===== config.mk =====
export PLATFORM = sky130hd
export DESIGN_NAME = control_unit
export DESIGN_NICKNAME = d
export VERILOG_FILES = /design/src/rtl/control_unit.sv
export SDC_FILE = /design/constraint.sdc
export NUM_CORES = 1
export LEC_CHECK = 0
export CAP_MARGIN = 20
export CORE_MARGIN = 2
export CORE_UTILIZATION = 44
export CTS_CLUSTER_DIAMETER = 40
export CTS_CLUSTER_SIZE = 10
export DETAILED_ROUTE_END_ITERATION = 10
export GPL_ROUTABILITY_DRIVEN = 0
export PLACE_DENSITY = 0.79
export SYNTH_ARGS = -nofsm -noshare
export SYNTH_HDL_FRONTEND = slang
export SYNTH_SLANG_ARGS = --single-unit
export TNS_END_PERCENT = 5

===== constraint.sdc =====
create_clock -name clk -period 1.5 [get_ports clk]
set_clock_uncertainty 0.05 [all_clocks]
set_input_delay 0.375 -clock clk [delete_from_list [all_inputs] [get_ports clk]]
set_output_delay 0.375 -clock clk [all_outputs]
set_load 0.03 [all_outputs]

===== src/rtl/control_unit.sv =====
// Control unit for an 8-bit accumulator machine. A single multi-cycle FSM
// sequences opcode fetch, operand fetch, execute and store over a memory whose read data arrives one cycle late.
module control_unit (
   input  logic       clk,
   input  logic       reset,
   input  logic       run,
   input  logic [7:0] mem_rdata,
   input  logic       zero_flag,
   output logic [7:0] mem_address,
   output logic       mem_write_enable,
   output logic       acc_load,
   output logic       acc_src,
   output logic [3:0] alu_op,
   output logic [7:0] pc_out,
   output logic       halted
);

   typedef enum logic [2:0] {
      FETCH, DECODE, ARG, ARG_LATCH, READ, EXEC, STORE, HALT
   } state_t;

   localparam logic [3:0] OP_LDA = 4'h1;
   localparam logic [3:0] OP_STA = 4'h2;
   localparam logic [3:0] OP_ADD = 4'h3;
   localparam logic [3:0] OP_SUB = 4'h4;
   localparam logic [3:0] OP_AND = 4'h5;
   localparam logic [3:0] OP_OR  = 4'h6;
   localparam logic [3:0] OP_XOR = 4'h7;
   localparam logic [3:0] OP_JMP = 4'h8;
   localparam logic [3:0] OP_JZ  = 4'h9;
   localparam logic [3:0] OP_JNZ = 4'hA;
   localparam logic [3:0] OP_HLT = 4'hF;

   state_t     state_q, state_d;
   logic [7:0] pc_q, pc_d;
   logic [7:0] opr_q, opr_d;
   // Only the opcode nibble of the instruction register is ever decoded.
   logic [7:4] ir_q, ir_d;
   logic [3:0] newOpcode;
   logic       twoByte;

   assign newOpcode = mem_rdata[7:4];
   assign twoByte   = (newOpcode >= OP_LDA) && (newOpcode <= OP_JNZ);
   assign pc_out    = pc_q;

   always_ff @(posedge clk or negedge reset) begin
      if (!reset) begin
         state_q <= FETCH;
         pc_q    <= 8'h00;
         ir_q    <= 4'h0;
         opr_q   <= 8'h00;
      end else begin
         state_q <= state_d;
         pc_q    <= pc_d;
         ir_q    <= ir_d;
         opr_q   <= opr_d;
      end
   end

   always_comb begin
      state_d          = state_q;
      pc_d             = pc_q;
      ir_d             = ir_q;
      opr_d            = opr_q;
      mem_address      = pc_q;
      mem_write_enable = 1'b0;
      acc_load         = 1'b0;
      acc_src          = 1'b0;
      alu_op           = 4'h0;
      halted           = 1'b0;

      case (state_q)
         FETCH: begin
            if (run) state_d = DECODE;
         end
         DECODE: begin
            ir_d = newOpcode;
            pc_d = pc_q + 8'd1;
            if (twoByte)                  state_d = ARG;
            else if (newOpcode == OP_HLT) state_d = HALT;
            else                          state_d = FETCH;
         end
         ARG: begin
            state_d = ARG_LATCH;
         end
         ARG_LATCH: begin
            opr_d   = mem_rdata;
            pc_d    = pc_q + 8'd1;
            state_d = FETCH;
            // Taken branches replace the increment with the operand byte.
            case (ir_q)
               OP_JMP: pc_d = mem_rdata;
               OP_JZ:  if (zero_flag)  pc_d = mem_rdata;
               OP_JNZ: if (!zero_flag) pc_d = mem_rdata;
               OP_STA: state_d = STORE;
               OP_LDA, OP_ADD, OP_SUB, OP_AND, OP_OR, OP_XOR: state_d = READ;
               default: state_d = FETCH;
            endcase
         end
         READ: begin
            mem_address = opr_q;
            state_d     = EXEC;
         end
         EXEC: begin
            mem_address = opr_q;
            acc_load    = 1'b1;
            if (ir_q != OP_LDA) begin
               acc_src = 1'b1;
               alu_op  = ir_q - OP_ADD;
            end
            state_d = FETCH;
         end
         STORE: begin
            mem_address      = opr_q;
            mem_write_enable = 1'b1;
            state_d          = FETCH;
         end
         HALT: begin
            halted = 1'b1;
         end
         default: state_d = FETCH;
      endcase
   end

endmodule


==> results of run 1 <==
## power breakdown
part,leakage [nW],total (mW),switching [mW],internal (mW)
combinational,0.743,0.0836,0.0385,0.0451
clock,0.0150,0.296,0.192,0.104
sequential,0.254,0.637,0.00601,0.631
total,1.01,1.02,0.236,0.780
## state kept, by name (all words and copies together), names as in the netlist
signal / cells
ir_q: 4
pc_out: 8
opr_q: 8
state_q: 3
## synth_stat cells, types with 2 or more instances
cell	n
nand2b_1	2
nor3_1	3
buf_4	2
nand2_1	7
mux2_2	20
nor2_1	8
nor2b_1	3
nand3_1	5
clkbuf_1	2
o21ai_0	7
buf_6	2
inv_1	2
and3_1	5
nand4_1	4
buf_2	2
a21oi_1	12
mux2i_1	2
dfrtp_1	23
o21a_1	2
## area by class of cell
type,instances,area share
Timing Repair Buffer,70,0.286
Inverter,2,0.00444
Sequential cell,23,0.256
Multi-Input combinational cell,103,0.418
Tap cell,44,0.0244
Clock buffer,4,0.0116
## timing repair
item                       4_1_cts  5_1_grt
setup endpoints to repair       26       33
pin swaps                        4        4
resized for setup               79       20
## per-layer routing
| metal | track usage | wire length, um | up-vias |
|---|---|---|---|
| li1 | - | - | 644 |
| met1 | 0.304 | 1680 | 663 |
| met2 | 0.405 | 1970 | 69 |
| met3 | 0.0210 | 191 | 17 |
| met4 | 0.0456 | 88 | 0 |
| met5 | 0 | 0 | - |
## critical path: stages, from the launching register on
cell      delay, ps
dfrtp_1         440
a21boi_4        180
buf_12          150
mux2_4          310
buf_6           140
## kinds of logic (layout without fill, tap and decap cells)
family                     after synthesis  after routing  synth area share
buffers and inverters                   11             76            0.0465
and+or+nand+nor                         45             45             0.201
muxes                                   23             23             0.184
AOI/OAI and AO/OA                       34             34             0.164
DFF                                     23             23             0.396
adders and majority gates                1              1           0.00860
## final timing paths
check	endpoint	depth (start not counted)	slack, ps
max	mem_address[2]	4	-470
min	state_q[0]$_DFFE_PN0P_	2	360
max reg2reg	pc_out[7]$_DFFE_PN0P_	5	-130
min reg2reg	opr_q[1]$_DFFE_PN0P_	1	480
max in group asynchronous	ir_q[4]$_DFFE_PN0P_	2	790
min in group clk	opr_q[1]$_DFFE_PN0P_	1	480
## layout by cell type, fill, tap and decap left out, types with 2 or more instances in the layout
cell type / n
o21ai_0: 3
nand2_1: 6
nor3_1: 2
clkdlybuf4s50_1: 9
buf_4: 36
mux2_4: 8
nand2b_1: 2
nand4_1: 4
and3_1: 4
o21a_1: 2
a21oi_1: 7
nand3_1: 4
a21boi_4: 2
dfrtp_1: 22
mux2_2: 12
o21ai_1: 4
buf_6: 22
clkbuf_4: 3
dlygate4sd2_1: 2
a21oi_2: 5
nor2_1: 7
==> impl_metrics.tcl, run 1 <==
set metrics [dict create \
    outcome "finished with violations" \
    violations "setup timing" \
    fin_cells 246 \
    die_area_sq_um 3780 \
    grt_max_degree 24 \
    synth_area_sq_um 1450 \
    holdBufCountCts 0 \
    critical_path_class "reg -> out" \
    cts_buffer_depth 2 \
    setup_viol_count_final 21 \
    postCtsSetupBuffers 0 \
    place_hpwl_um 2770 \
    viasPerCell 5.66 \
    syn_to_final_growth_pct 55.2 \
    vdd_drop_max_mv 0.375 \
    power_leakage_nw 1.01 \
    cts_tree "yes" \
    whs_ps 359 \
    syn_area_per_cell_sq_um 10.6 \
    tightest_slew_ps 307 \
    cp.arrival_ps 1540 \
    yosysWarnings 0 \
    synth_async_sr_flop_share 1.00 \
    synthCells 137 \
    synth-edff-count 0 \
    synth_top_area_share 0.396 \
    dr.first_iter.drc_count 78 \
    drive_gt1_frac 0.545 \
    slew_headroom 0.796 \
    seq_area_sq_um 577 \
    hold_violations 0 \
    antenna_left 0 \
    synth_fp_nets 150 \
    grt_overflow 0 \
    cts.sinks 23 \
    grt_pass1_vias 1404 \
    critPathRequiredTime_ps 1070 \
    multi_input_comb_area_sq_um 942 \
    clock_latency_ps 320 \
    finalInstanceArea_sq_um 2260 \
    synthTopCellsByArea "dfrtp_1, mux2_2, a21oi_1, o21ai_0, and3_1" \
    die_y_um 61.5 \
    coreArea_sq_um 3100 \
    yosys.area.top_type "dfrtp_1" \
    max_freq_ghz 0.509 \
    endpoint_kind "output pin" \
    startpoint_type "flop" \
    clkTransAtPathRegs_ps 130 \
    power.total_mw 1.02 \
    antenna_found_initial 0 \
    slew_viol_final 0 \
    min_period_over_period 1.31 \
    fin_util 0.727 \
    yosysSeqAreaShare 0.396 \
    io_buffer_count 35 \
    firstDrtPassIters 5 \
    gr-usage-all-layers 0.228 \
    tns_ps -6580 \
    num_vias 1393 \
    p_per_area_nw_per_um2 450 \
    crit_fanout 8 \
    die_w_um 61.5 \
    diodes 0 \
    h-tree-depth 1 \
    routedWlPerCell_um 16.0 \
    ys_ff_latch 23 \
    root_buffer "clkbuf_4" \
    ys_types 43 \
    nets 216 \
    std_cell_rows 20 \
    hold_class "in -> async" \
    rsz0062_at_grt "true" \
    place_area_sq_um 2090 \
    grt_pass1_wl_um 6530 \
    fill_cells 226 \
    cts_buffers 3 \
    crit_path_start "state_q[0]$_DFFE_PN0P_" \
    post-route-drc-count 0 \
    dp.cells 242 \
    r2r_start "state_q[2]$_DFFE_PN0P_" \
    synth_ff_type "dfrtp_1" \
    cap_viol_max_count 0 \
    ios 36 \
    fin_crit_ps 1970 \
    routed_wl_um 3930 \
    initial_utilization 0.469 \
    place_ws_ps -562 \
    layout_setup_ws_ps -465 \
]
Note: power is estimated with default switching activity, not from simulation.
==> inputs of run 2 (changes only) <==
--- a/config.mk
+++ b/config.mk
@@ -13,6 +13,7 @@
 export DETAILED_ROUTE_END_ITERATION = 10
 export GPL_ROUTABILITY_DRIVEN = 0
 export PLACE_DENSITY = 0.79
+export SETUP_SLACK_MARGIN = 0.02
 export SYNTH_ARGS = -nofsm -noshare
 export SYNTH_HDL_FRONTEND = slang
 export SYNTH_SLANG_ARGS = --single-unit
==> impl_metrics.tcl, run 2 (synthesis gave the netlist of run 1 again) <==
set metrics [dict create \
    outcome "finished with violations" \
    violations "setup timing" \
    mostFrequentLayoutCell "buf_6" \
    crit_fanout 8 \
    antenna_found_initial 0 \
    cts.sinks 23 \
    routed_wl_um 3900 \
    rsz0062_at_grt "true" \
    die_y_um 61.5 \
    holdBufCountCts 0 \
    place_hpwl_um 2770 \
    ff2ff_setup_slack_ps -100 \
    nets 216 \
    antenna_left 0 \
    routedWlPerCell_um 15.8 \
    grt_overflow 0 \
    critical_path_class "reg -> out" \
    rr_worst_depth 5 \
    min_period_over_period 1.30 \
    cts_buffer_depth 2 \
    initial_utilization 0.469 \
    coreArea_sq_um 3100 \
    cp.arrival_ps 1530 \
    num_vias 1384 \
    max_freq_ghz 0.512 \
    clock_latency_ps 310 \
    diodes 0 \
    io_buffer_count 35 \
    vdd_drop_max_mv 0.377 \
    tightest_slew_ps 302 \
    r2r_start "state_q[2]$_DFFE_PN0P_" \
    dr.first_iter.drc_count 57 \
    ios 36 \
    drive_gt1_frac 0.545 \
    die_w_um 61.5 \
    root_buffer "clkbuf_4" \
    gr-usage-all-layers 0.227 \
    mostFrequentLayoutCells "buf_6, buf_4, dfrtp_1" \
    viasPerCell 5.63 \
    h-tree-depth 1 \
    cts_buffers 3 \
    post-route-drc-count 0 \
    r2r_end "pc_out[7]$_DFFE_PN0P_" \
    slew_viol_final 0 \
    hold_violations 0 \
    grt_pass1_wl_um 6500 \
    whs_ps 365 \
    postCtsSetupBuffers 0 \
    fin_crit_ps 1950 \
    clkTransAtPathRegs_ps 130 \
    startpoint_type "flop" \
    hold_class "in -> async" \
    endpoint_kind "output pin" \
    setup_viol_count_final 21 \
    critPathRequiredTime_ps 1070 \
    grt_pass1_vias 1402 \
    p_per_area_nw_per_um2 441 \
    die_area_sq_um 3780 \
    power_leakage_nw 1.02 \
    syn_to_final_growth_pct 57.2 \
    power.total_mw 1.01 \
    firstDrtPassIters 4 \
    layout_setup_ws_ps -452 \
    std_cell_rows 20 \
    cts_tree "yes" \
    cap_viol_max_count 0 \
    slew_headroom 0.799 \
    grt_max_degree 24 \
]
==> run 2: worst max path at each step <==
stage	startpoint	to	slack (ps)	cells after the start
after global routing	state_q[0]$_DFFE_PN0P_	mem_address[3]	-520	4
after global placement	state_q[0]$_DFFE_PN0P_	mem_address[6]	-540	4
after CTS	state_q[1]$_DFFE_PN0P_	mem_address[2]	-460	4
final	state_q[0]$_DFFE_PN0P_	mem_address[2]	-450	4
after floorplan	state_q[1]$_DFFE_PN0P_	alu_op[2]	-150	5
after detailed placement	state_q[0]$_DFFE_PN0P_	mem_address[7]	-560	4
==> run 2: worst max-delay path, cell delays in order (launching register included) <==
cell	delay, ps
dfrtp_1	440
a21boi_4	180
buf_12	150
mux2_4	310
buf_6	140
==> run 2: final cells by class <==
class | count | area (sq um)
timing repair buffer | 70 | 676
sequential | 23 | 577
multi-input combinational | 103 | 942
clock buffer | 4 | 26.3
fill | 221 | 817
inverter | 2 | 10.0
tap | 44 | 55.1
==> run 2: what timing repair did <==
item,in CTS,in global routing
endpoints found under the setup margin,27,38
pin swaps,5,4
resized for setup,79,28
==> run 2: through the flow <==
stage	instance area [sq um]	setup WS [ps]	std cells	TNS, ps	utilization
5_1_grt	2290	-520	246	-8170	0.737
4_1_cts	2190	-460	246	-6760	0.707
3_5_place_dp	2090	-562	242	-8980	0.674
3_3_place_gp	2090	-545	242	-8330	0.674
2_1_floorplan	1520	-147	137	-1550	-
6_report	2290	-452	246	-6300	0.737
==> run 2: report_power, final <==
group / switching, mW / internal [mW] / total (mW) / leakage [nW]
combinational: 0.0381 / 0.0450 / 0.0831 / 0.755
clock: 0.185 / 0.104 / 0.288 / 0.0150
sequential: 0.00615 / 0.631 / 0.637 / 0.254
total: 0.229 / 0.780 / 1.01 / 1.02
==> run 2: routing by layer <==
metal / part of all wire / up-vias / wire length (um) / global-route usage
li1: - / 643 / - / -
met1: 0.43 / 672 / 1690 / 0.301
met2: 0.50 / 56 / 1960 / 0.405
met3: 0.048 / 13 / 186 / 0.0210
met4: 0.017 / 0 / 65 / 0.0456
met5: 0 / - / 0 / 0
